===== config.mk =====
export PLATFORM = sky130hd
export DESIGN_NAME = game_cmd_sequencer
export DESIGN_NICKNAME = d
export VERILOG_FILES = /design/src/rtl/game_pkg.sv /design/src/rtl/game_cmd_fifo.sv /design/src/rtl/game_cmd_sequencer.sv
export SDC_FILE = /design/constraint.sdc
export NUM_CORES = 1
export LEC_CHECK = 0
export CAP_MARGIN = 25
export CORE_MARGIN = 2
export CORE_UTILIZATION = 40
export DETAILED_ROUTE_END_ITERATION = 10
export PLACE_DENSITY = 0.67
export REMOVE_ABC_BUFFERS = 1
export SYNTH_ARGS = -nofsm -noshare
export SYNTH_HDL_FRONTEND = slang
export SYNTH_SLANG_ARGS = --single-unit

===== constraint.sdc =====
create_clock -name clk -period 2.1 [get_ports clk]
set_input_delay 0.525 -clock clk [delete_from_list [all_inputs] [get_ports clk]]
set_output_delay 0.525 -clock clk [all_outputs]
set_load 0.1 [all_outputs]

===== src/rtl/game_pkg.sv =====
// Shared types for the game command path: move directions, FIFO entry layout,
// sequencer states and the ASCII move decoder.
package game_pkg;

   typedef enum logic [1:0] {DIR_N, DIR_E, DIR_S, DIR_W} dir_t;

   localparam logic [7:0] CH_N = 8'h4E;
   localparam logic [7:0] CH_E = 8'h45;
   localparam logic [7:0] CH_S = 8'h53;
   localparam logic [7:0] CH_W = 8'h57;

   // nop marks an entry with no move that only carries a sequence end
   typedef struct packed {
      logic last;
      logic nop;
      dir_t dir;
   } cmd_entry_t;

   localparam int ENTRY_W = $bits(cmd_entry_t);

   typedef enum logic [1:0] {ST_IDLE, ST_ISSUE, ST_WAIT} seq_state_t;

   // Returns {recognised, dir}; only uppercase N/E/S/W are moves.
   function automatic logic [2:0] decode_char(input logic [7:0] ch);
      logic [2:0] res;
      res = 3'b000;
      case (ch)
         CH_N:    res = {1'b1, DIR_N};
         CH_E:    res = {1'b1, DIR_E};
         CH_S:    res = {1'b1, DIR_S};
         CH_W:    res = {1'b1, DIR_W};
         default: res = 3'b000;
      endcase
      return res;
   endfunction

endpackage


===== src/rtl/game_cmd_fifo.sv =====
// Show-ahead command FIFO; the head entry is visible on rdata whenever not empty.
module game_cmd_fifo
   import game_pkg::*;
#(
   parameter int DEPTH = 4
) (
   input  logic               clk,
   input  logic               rst_n,
   input  logic               push,
   input  logic [ENTRY_W-1:0] wdata,
   input  logic               pop,
   output logic [ENTRY_W-1:0] rdata,
   output logic               full,
   output logic               empty
);

   localparam int PW = $clog2(DEPTH);

   logic [ENTRY_W-1:0] mem [DEPTH];
   logic [PW-1:0]      wr_ptr;
   logic [PW-1:0]      rd_ptr;
   logic [PW:0]        count;
   logic               do_push;
   logic               do_pop;

   assign full    = (count == (PW+1)'(DEPTH));
   assign empty   = (count == '0);
   assign do_push = push && !full;
   assign do_pop  = pop && !empty;
   assign rdata   = mem[rd_ptr];

   // DEPTH is a power of two, so the pointers wrap by natural overflow
   always_ff @(posedge clk or negedge rst_n) begin
      if (!rst_n) begin
         wr_ptr <= '0;
         rd_ptr <= '0;
         count  <= '0;
      end else begin
         if (do_push) wr_ptr <= wr_ptr + 1'b1;
         if (do_pop)  rd_ptr <= rd_ptr + 1'b1;
         case ({do_push, do_pop})
            2'b10:   count <= count + 1'b1;
            2'b01:   count <= count - 1'b1;
            default: count <= count;
         endcase
      end
   end

   always_ff @(posedge clk) begin
      if (do_push) mem[wr_ptr] <= wdata;
   end

endmodule


===== src/rtl/game_cmd_sequencer.sv =====
// Turns a stream of N/E/S/W characters into one-at-a-time moves for the game,
// waiting for step completion and flagging bad characters and stalled steps.
module game_cmd_sequencer
   import game_pkg::*;
#(
   parameter int DEPTH   = 4,
   parameter int TIMEOUT = 64,
   parameter int CNT_W   = 16
) (
   input  logic             clk,
   input  logic             rst_n,
   input  logic             cmd_valid,
   output logic             cmd_ready,
   input  logic [7:0]       cmd_char,
   input  logic             cmd_last,
   output logic             move_valid,
   input  logic             move_ready,
   output logic [1:0]       move_dir,
   output logic             move_last,
   input  logic             step_done,
   output logic             seq_done,
   output logic             err_bad_char,
   output logic             err_timeout,
   output logic [CNT_W-1:0] moves_cnt,
   output logic             busy
);

   localparam int              TW        = (TIMEOUT > 1) ? $clog2(TIMEOUT) : 1;
   localparam logic [TW-1:0]   TIMER_END = TW'(TIMEOUT - 1);

   seq_state_t         state;
   seq_state_t         state_next;
   cmd_entry_t         hold;
   cmd_entry_t         head;
   cmd_entry_t         wentry;
   logic [ENTRY_W-1:0] fifo_rdata;
   logic               fifo_full;
   logic               fifo_empty;
   logic               fifo_push;
   logic               fifo_pop;
   logic [2:0]         dec;
   logic               char_ok;
   dir_t               char_dir;
   logic               cmd_fire;
   logic [TW-1:0]      timer;
   logic               load_hold;
   logic               timer_clr;
   logic               step_count;
   logic               seq_set;

   // Both channels transfer on a cycle where valid && ready; a producer holds
   // its payload stable while valid is high and ready is low.
   assign cmd_ready = !fifo_full;
   assign cmd_fire  = cmd_valid && cmd_ready;

   assign dec      = decode_char(cmd_char);
   assign char_ok  = dec[2];
   assign char_dir = dir_t'(dec[1:0]);

   // A bad character only occupies a slot when it ends a sequence
   assign fifo_push = cmd_fire && (char_ok || cmd_last);
   assign wentry    = {cmd_last, !char_ok, (char_ok ? char_dir : DIR_N)};

   game_cmd_fifo #(
      .DEPTH (DEPTH)
   ) u_fifo (
      .clk   (clk),
      .rst_n (rst_n),
      .push  (fifo_push),
      .wdata (wentry),
      .pop   (fifo_pop),
      .rdata (fifo_rdata),
      .full  (fifo_full),
      .empty (fifo_empty)
   );

   assign head = fifo_rdata;

   always_comb begin
      state_next  = state;
      fifo_pop    = 1'b0;
      load_hold   = 1'b0;
      timer_clr   = 1'b0;
      step_count  = 1'b0;
      seq_set     = 1'b0;
      err_timeout = 1'b0;
      case (state)
         ST_IDLE: begin
            if (!fifo_empty) begin
               fifo_pop  = 1'b1;
               load_hold = 1'b1;
               if (head.nop) seq_set    = head.last;
               else          state_next = ST_ISSUE;
            end
         end
         ST_ISSUE: begin
            if (move_ready) begin
               state_next = ST_WAIT;
               timer_clr  = 1'b1;
            end
         end
         ST_WAIT: begin
            // step_done takes priority over a coincident timeout
            if (step_done) begin
               step_count = 1'b1;
               seq_set    = hold.last;
               state_next = ST_IDLE;
            end else if (timer == TIMER_END) begin
               err_timeout = 1'b1;
               seq_set     = hold.last;
               state_next  = ST_IDLE;
            end
         end
         default: state_next = ST_IDLE;
      endcase
   end

   always_ff @(posedge clk or negedge rst_n) begin
      if (!rst_n) begin
         state        <= ST_IDLE;
         hold         <= '0;
         timer        <= '0;
         moves_cnt    <= '0;
         seq_done     <= 1'b0;
         err_bad_char <= 1'b0;
      end else begin
         state <= state_next;
         if (load_hold) hold <= head;
         if (timer_clr)              timer <= '0;
         else if (state == ST_WAIT)  timer <= timer + 1'b1;
         if (step_count && (moves_cnt != '1)) moves_cnt <= moves_cnt + 1'b1;
         seq_done     <= seq_set;
         err_bad_char <= cmd_fire && !char_ok;
      end
   end

   assign move_valid = (state == ST_ISSUE);
   assign move_dir   = move_valid ? hold.dir : 2'b00;
   assign move_last  = move_valid && hold.last;
   assign busy       = !fifo_empty || (state != ST_IDLE);

endmodule

==> results.yml, run 1 <==
flow_run:
  maxCapViolations: 0
setup_path:
  cp.arrival_ps: 1520
  required_ps: 1570
  end_kind: "output port"
  start_kind: "flip-flop"
  max_stage_delay_ps: 430
  path_buf_inv: 2
  crit_path_cell_trace: "ha_4, and3_4, nor3b_2, buf_4, buf_12"
  slowest_stage: "dfrtp_1"
  critical_path.top_delay_family: "flip-flops"
  critPathKind: "flip-flop to output port"
  critPathMaxFanout: 3
yosys:
  synthTopCellsByArea: "dfrtp_1 (36%), edfxtp_1 (19%), xnor2_1 (4.5%)"
  ys_seq_elements: 52
  synth.most_common_cell: "dfrtp_1"
  synthArstFlopShare_pct: 69.2
  synth-edff-count: 16
  synth_area_um2: 2500
  synthTopCellsByCount: "dfrtp_1 (36), nand2_1 (20), edfxtp_1 (16)"
  synth_cells: 204
  post_synth.cell_area_avg_um2: 12.3
  yosysSeqAreaShare_pct: 55.2
  yosys_most_used_dff: "dfrtp_1"
  netlist.area_leader.share_pct: 36.0
  yosysUniqueCellTypes: 45
  yosysWarnings: 0
  synth_area_leader_cell: "dfrtp_1"
routing:
  post_drt_wl_per_cell_um: 13.8
  ant_nets: 0
  dr_total_vias: 1808
  drt_iter0_markers: 70
  dr.pass1.iters: 4
  routed_wl_um: 4830
  drc_errors: 0
  vias_per_cell: 5.17
final_layout:
  syn_to_final_growth_pct: 40.1
  antenna_cells: 0
  final_area_um2: 3510
  fillers: 489
  fin_nets: 296
  final_cells: 350
  final_util_pct: 58.6
  multiInputGateArea_um2: 1160
  drive_gt1_share_pct: 32.7
  seqCellArea_um2: 1380
timing:
  fin_skew_ps: 11.2
  finalWorstSetupSlack_ps: 54.7
  relSlewSlack_pct: 62.3
  fmax_mhz: 489
  rsz0062_at_grt: "yes"
  finalHoldViolCount: 0
  fin_tns_setup_ps: 0
  post-route-period-util_pct: 97.4
  holdWs_ps: 257
  tightest_slew_ps: 565
  drv_slew: 0
  period_needed_ps: 2050
  setup_violations: 0
clocking:
  cts-root-buf: "clkbuf_8"
  clkSlewWorstSetupHoldPaths_ps: 90
  clockBufferDepth: 2
  cts_hold_buf: 0
  cts_tree: "built"
  cts_buffers: 5
  insertion_delay_ps: 310
  htreeDepth: 2
  cts.sinks: 52
placed_design:
  port-buffer-count: 38
  post-place-ws_ps: -595
  placed_cells: 333
  place.gp.congestion: 0.766
  hpwlAfterDp_um: 3460
  placed_area_um2: 3290
power:
  pwr_density_cell_nw_per_um2: 1250
  power.total_mw: 4.39
  leakagePower_nw: 1.52
  peakVddDrop_mv: 1.09
floorplan:
  dieWidth_um: 83.1
  rows: 28
  die_y_um: 83.1
  coreArea_um2: 5990
  io_pins: 39
  design.die.area_um2: 6910
  initial_core_util_pct: 41.8
global_route:
  first_global_vias: 1798
  gr-total-overflow: 0
  grt_use_total_pct: 14.8
  grt_max_degree: 37
  antenna_found_initial: 0
  grt_pass1_wl_um: 8290
worst_hold_path:
  hold_class: "primary input to async pin"
outcome:
  status: "complete, no violations"
[logic make-up after synthesis]
family	share of synthesized area, %
adders and majority gates	4.30
AOI/OAI and AO/OA	6.95
xor gates and xnor gates	6.65
and+or+nand+nor	19.6
buffers and inverters	1.75
DFF	55.2
muxes	5.55
[power breakdown]
| group | internal, mW | switching, mW | total, mW | leakage (nW) |
|---|---|---|---|---|
| clock | 0.232 | 0.315 | 0.546 | 0.0388 |
| combinational | 0.998 | 1.35 | 2.35 | 0.869 |
| sequential | 1.27 | 0.224 | 1.49 | 0.614 |
[registers in the layout, indices dropped and copies added, names as in the netlist]
signal	count
hold	3
moves_cnt	16
u_fifo.mem	16
u_fifo.wr_ptr	2
seq_done	1
u_fifo.rd_ptr	2
u_fifo.count	3
timer	6
state	2
err_bad_char	1
[final timing paths]
check / cells after the start / to / startpoint / slack, ps
min in group clk: 2 / hold[1] / hold[1] / 480
hold / removal: 2 / timer[3] / rst_n / 260
max in group asynchronous: 2 / u_fifo.count[1] / rst_n / 1500
setup reg to reg: 9 / u_fifo.count[2] / u_fifo.count[2] / 70
setup / recovery: 5 / err_timeout / timer[0] / 50
hold reg to reg: 2 / hold[1] / hold[1] / 480
[worst reg2reg max path, delay by kind of cell (launching register included)]
kind | cells | cell delay, ps
adder cells (fa/ha/maj) | 2 | 550
flip-flops | 1 | 430
XOR/XNOR | 2 | 300
AND/OR/NAND/NOR | 2 | 290
AO/OA/AOI/OAI | 2 | 260
buffers and inverters | 1 | 90
[layer usage]
metal	track usage, %	part of all wire (%)	vias up
met4	6.56	2.2	0
met3	3.48	4.1	10
met1	18.8	45	877
met5	0	0	-
met2	24.1	48	49
li1	-	-	872
[cell type report]
| cell class | count | area share, % |
|---|---|---|
| clock buffer | 6 | 2.07 |
| clock inverter | 2 | 0.321 |
| inverter | 8 | 0.856 |
| multi-input combinational | 141 | 33.1 |
| sequential | 52 | 39.4 |
| tap | 75 | 2.67 |
| timing repair buffer | 66 | 21.6 |
[repair_timing]
action	4_1_cts	5_1_grt
gates resized for setup	28	8
pin swaps	11	4
buffers inserted	5	4
setup endpoints to repair	3	6
[cell usage in the layout, fill, tap and decap left out, drive strengths merged, types with 2 or more instances in the layout]
cell type / instances
nor3b: 3
a21oi: 5
clkdlybuf4s50: 2
nor2: 9
and4: 2
ha: 7
inv: 8
nand4: 9
and3: 5
nor3: 4
dlygate4sd2: 4
o21ai: 7
mux4: 4
xor2: 6
nor2b: 4
xnor2: 13
nand3: 8
a31oi: 6
nand2b: 2
clkdlybuf4s15: 4
clkbuf: 8
nand2: 20
mux2: 4
nor4: 2
dfrtp: 36
edfxtp: 16
buf: 54
and2: 9
No activity file was read; power rests on OpenSTA's default activity.
==> run 2: changes to the inputs <==
- CORE_MARGIN: 2 -> 5
==> results.yml, run 2 (synthesis results as in run 1) <==
routing:
  post_drt_wl_per_cell_um: 15.1
  ant_nets: 0
  drc_errors: 0
  dr.pass1.iters: 4
  routed_wl_um: 5300
  dr_total_vias: 1820
  vias_per_cell: 5.17
  drt_iter0_markers: 75
clocking:
  cts_tree: "built"
  cts-root-buf: "clkbuf_8"
  clockBufferDepth: 2
  cts_buffers: 5
  clkSlewWorstSetupHoldPaths_ps: 90
  insertion_delay_ps: 310
  cts_hold_buf: 0
  cts.sinks: 52
  htreeDepth: 2
floorplan:
  design.die.area_um2: 7940
  coreArea_um2: 5990
  dieWidth_um: 89.1
  io_pins: 39
  initial_core_util_pct: 41.8
  rows: 28
  die_y_um: 89.1
final_layout:
  top_regs: "moves_cnt x16, u_fifo.mem x16, timer x6"
  antenna_cells: 0
  final_area_um2: 3570
  final_cell_mix: "dfrtp_1 (35), buf_4 (35), buf_12 (20)"
  syn_to_final_growth_pct: 42.4
  fin_nets: 298
  drive_gt1_share_pct: 35.0
setup_path:
  slowest_stage: "dfrtp_1"
  required_ps: 1570
  critPathKind: "flip-flop to output port"
  max_stage_delay_ps: 420
  critPathMaxFanout: 5
  crit_path_cell_trace: "ha_4, and3_4, nor3b_2, buf_4, buf_12"
  cp.arrival_ps: 1550
  end_kind: "output port"
  start_kind: "flip-flop"
timing:
  drv_slew: 0
  fin_tns_setup_ps: 0
  finalHoldViolCount: 0
  setup_violations: 0
  rsz0062_at_grt: "yes"
  tightest_slew_ps: 529
  period_needed_ps: 2070
  post-route-period-util_pct: 98.7
  fmax_mhz: 483
  relSlewSlack_pct: 64.6
  fin_skew_ps: 11.5
global_route:
  grt_max_degree: 37
  grt_use_total_pct: 14.5
  antenna_found_initial: 0
  first_global_vias: 1825
  gr-total-overflow: 0
  grt_pass1_wl_um: 8670
worst_hold_path:
  hold_class: "primary input to async pin"
placed_design:
  port-buffer-count: 38
  place.gp.congestion: 0.766
  placed_area_um2: 3290
  hpwlAfterDp_um: 3720
power:
  peakVddDrop_mv: 1.03
  pwr_density_cell_nw_per_um2: 1290
  leakagePower_nw: 1.56
outcome:
  status: "complete, no violations"
flow_run:
  maxCapViolations: 0
==> run 2: repair_timing <==
item / 4_1_cts / 5_1_grt
resized for setup: 27 / 12
buffers inserted: 10 / 2
pin swaps: 9 / 13
endpoints found under the setup margin: 3 / 20
hold endpoints to repair: 0 / 0
==> run 2: layout make-up <==
| type | count | area (um^2) |
|---|---|---|
| Clock buffer | 6 | 72.6 |
| Sequential cell | 52 | 1380 |
| Inverter | 8 | 30.0 |
| Fill cell | 490 | 2420 |
| Tap cell | 75 | 93.8 |
| Clock inverter | 2 | 35.0 |
| Timing Repair Buffer | 68 | 773 |
| Multi-Input combinational cell | 141 | 1180 |
==> run 2: metrics by stage <==
| step | setup WS, ps | hold slack [ps] | total power, mW | std cells | utilization [%] |
|---|---|---|---|---|---|
| finish | 27.9 | 244 | 4.58 | 352 | 59.5 |
| floorplan | -1420 | 229 | 2.92 | 201 | - |
| global placement | -492 | 451 | 3.70 | 333 | 54.9 |
| CTS | -4.64 | 274 | 4.57 | 351 | 59.0 |
| global route | -56.7 | 298 | 4.83 | 352 | 59.5 |
| detailed placement | -593 | 455 | 3.76 | 333 | 54.9 |
==> run 2: worst max-delay path: cells and delay by family, from the launching register on <==
kind | cells | cell delay, ps
adder cells (fa/ha/maj) | 1 | 180
buffers and inverters | 2 | 300
flip-flops | 1 | 420
AND/OR/NAND/NOR | 2 | 360
==> run 2: path summary, 6_finish.rpt <==
kind / startpoint / end / slack [ps] / cells past startpoint
setup / recovery: timer[0] / err_timeout / 30 / 5
max in group asynchronous: rst_n / u_fifo.count[1] / 1480 / 2
min in group clk: hold[1] / hold[1] / 470 / 2
hold reg to reg: hold[1] / hold[1] / 470 / 2
setup reg to reg: u_fifo.count[1] / u_fifo.count[1] / 110 / 7
hold / removal: rst_n / u_fifo.wr_ptr[1] / 240 / 2
==> run 2: power by group <==
group	switching [mW]	total [mW]	internal, mW
logic	1.38	2.42	1.04
clock network	0.316	0.670	0.354
registers	0.224	1.49	1.27
total	1.92	4.58	2.67
==> run 2: layer usage <==
metal / share of wire (%) / vias up / track usage (%)
met2: 48 / 46 / 23.4
met1: 45 / 881 / 18.4
li1: - / 881 / -
met3: 4.4 / 12 / 3.69
met4: 2.4 / 0 / 6.63
met5: 0 / - / 0
==> run 3: changes to the inputs <==
- CELL_PAD_IN_SITES_DETAIL_PLACEMENT: unset -> 1
- CELL_PAD_IN_SITES_GLOBAL_PLACEMENT: unset -> 1
- CORE_UTILIZATION: 40 -> 39
- PLACE_DENSITY: 0.67 -> 0.78
- TNS_END_PERCENT: unset -> 5
==> results.yml, run 3 (synthesis results as in run 1) <==
floorplan:
  dieWidth_um: 90.1
  die_y_um: 90.1
  coreArea_um2: 6310
  initial_core_util_pct: 39.7
  rows: 29
  io_pins: 39
  design.die.area_um2: 8120
clocking:
  clockBufferDepth: 2
  cts_buffers: 5
  cts_tree: "built"
  cts-root-buf: "clkbuf_8"
  cts.sinks: 52
  insertion_delay_ps: 310
  htreeDepth: 2
  clkSlewWorstSetupHoldPaths_ps: 100
  cts_hold_buf: 0
global_route:
  antenna_found_initial: 0
  first_global_vias: 2076
  grt_use_total_pct: 15.3
  gr-total-overflow: 0
  grt_pass1_wl_um: 10000
  grt_max_degree: 37
final_layout:
  fillers: 661
  seqCellArea_um2: 1380
  final_cell_mix: "buf_4 (37), dfrtp_1 (34), buf_12 (20)"
  fin_nets: 300
  multiInputGateArea_um2: 1180
  syn_to_final_growth_pct: 43.5
  drive_gt1_share_pct: 36.6
  antenna_cells: 0
  top_regs: "moves_cnt x16, u_fifo.mem x16, timer x6"
  mostFrequentLayoutCell: "buf_4"
timing:
  fmax_mhz: 485
  rsz0062_at_grt: "yes"
  finalWorstSetupSlack_ps: 36.8
  relSlewSlack_pct: 61.6
  tightest_slew_ps: 575
  fin_tns_setup_ps: 0
  period_needed_ps: 2060
  finalHoldViolCount: 0
  fin_skew_ps: 10.7
  setup_violations: 0
  post-route-period-util_pct: 98.2
  drv_slew: 0
routing:
  ant_nets: 0
  post_drt_wl_per_cell_um: 17.1
  routed_wl_um: 6090
  vias_per_cell: 5.24
  drt_iter0_markers: 36
  dr_total_vias: 1864
  dr.pass1.iters: 4
  drc_errors: 0
outcome:
  status: "complete, no violations"
placed_design:
  hpwlAfterDp_um: 4190
  port-buffer-count: 38
  post-place-ws_ps: -579
  place.gp.congestion: 0.778
power:
  leakagePower_nw: 1.57
  pwr_density_cell_nw_per_um2: 1300
  peakVddDrop_mv: 1.05
setup_path:
  r2r_cells: 7
  required_ps: 2290
  critPathKind: "flip-flop to flip-flop"
  cp.arrival_ps: 2260
  critPathMaxFanout: 4
  end_kind: "flip-flop"
  start_kind: "flip-flop"
flow_run:
  maxCapViolations: 0
worst_hold_path:
  hold_class: "primary input to async pin"
## run 3: cell types whose count changed in the layout (fill, tap and decap cells not counted), sizes merged
cell,change
clkdlybuf4s15,+4
dlygate4sd2,-3
buf,+2
clkdlybuf4s50,-2
clkinv,-1
dlymetal6s2s,+1
inv,+1
## run 3: per-stage QoR
stage	utilization (%)	instance area (um^2)	hold WS, ps	instances	power, mW
finish	56.9	3590	261	356	4.66
floorplan	-	2490	229	201	2.92
detailed placement	52.3	3300	457	336	3.79
CTS	56.2	3550	267	355	4.62
global route	56.9	3590	279	356	4.94
global placement	52.3	3300	451	336	3.71
## run 3: area by class of cell
| type | count | area share, % |
|---|---|---|
| repair buffers | 70 | 22.1 |
| well taps | 77 | 2.68 |
| clock inverters | 2 | 1.08 |
| multi-input cells | 141 | 32.8 |
| clock buffers | 6 | 2.02 |
| flip-flops and latches | 52 | 38.5 |
| inverters | 8 | 0.836 |
## run 3: power by group
part           switching [mW]  internal [mW]
Combinational            1.42           1.04
Sequential              0.221           1.27
Clock                   0.342          0.361
## run 3: critical path, cell delays in order (launching register included)
cell and delay, ps:
dfrtp_2 450, or3b_4 430, o211ai_4 100, a31oi_4 60, inv_2 80, ha_4 130
fa_2 420, mux2_2 280
## run 3: worst paths after layout
check | slack (ps) | end | start
setup / recovery | 40 | u_fifo.count[1] | u_fifo.count[1]
hold / removal | 260 | state[1] | rst_n
setup reg to reg | 40 | u_fifo.count[1] | u_fifo.count[1]
hold reg to reg | 470 | hold[0] | hold[0]
max in group asynchronous | 1480 | u_fifo.count[1] | rst_n
min in group clk | 470 | hold[0] | hold[0]
## run 3: timing repair
item	CTS	global route
pin swaps	11	17
gates resized for setup	31	15
endpoints found under the setup margin	3	21
buffers inserted	11	2
## run 3: layer usage
metal	vias to the layer above	GRT usage [%]	share of wire, %
li1	884	-	-
met4	0	4.09	2.0
met3	11	3.92	3.3
met1	928	18.0	41
met2	41	27.6	53
met5	-	0	0
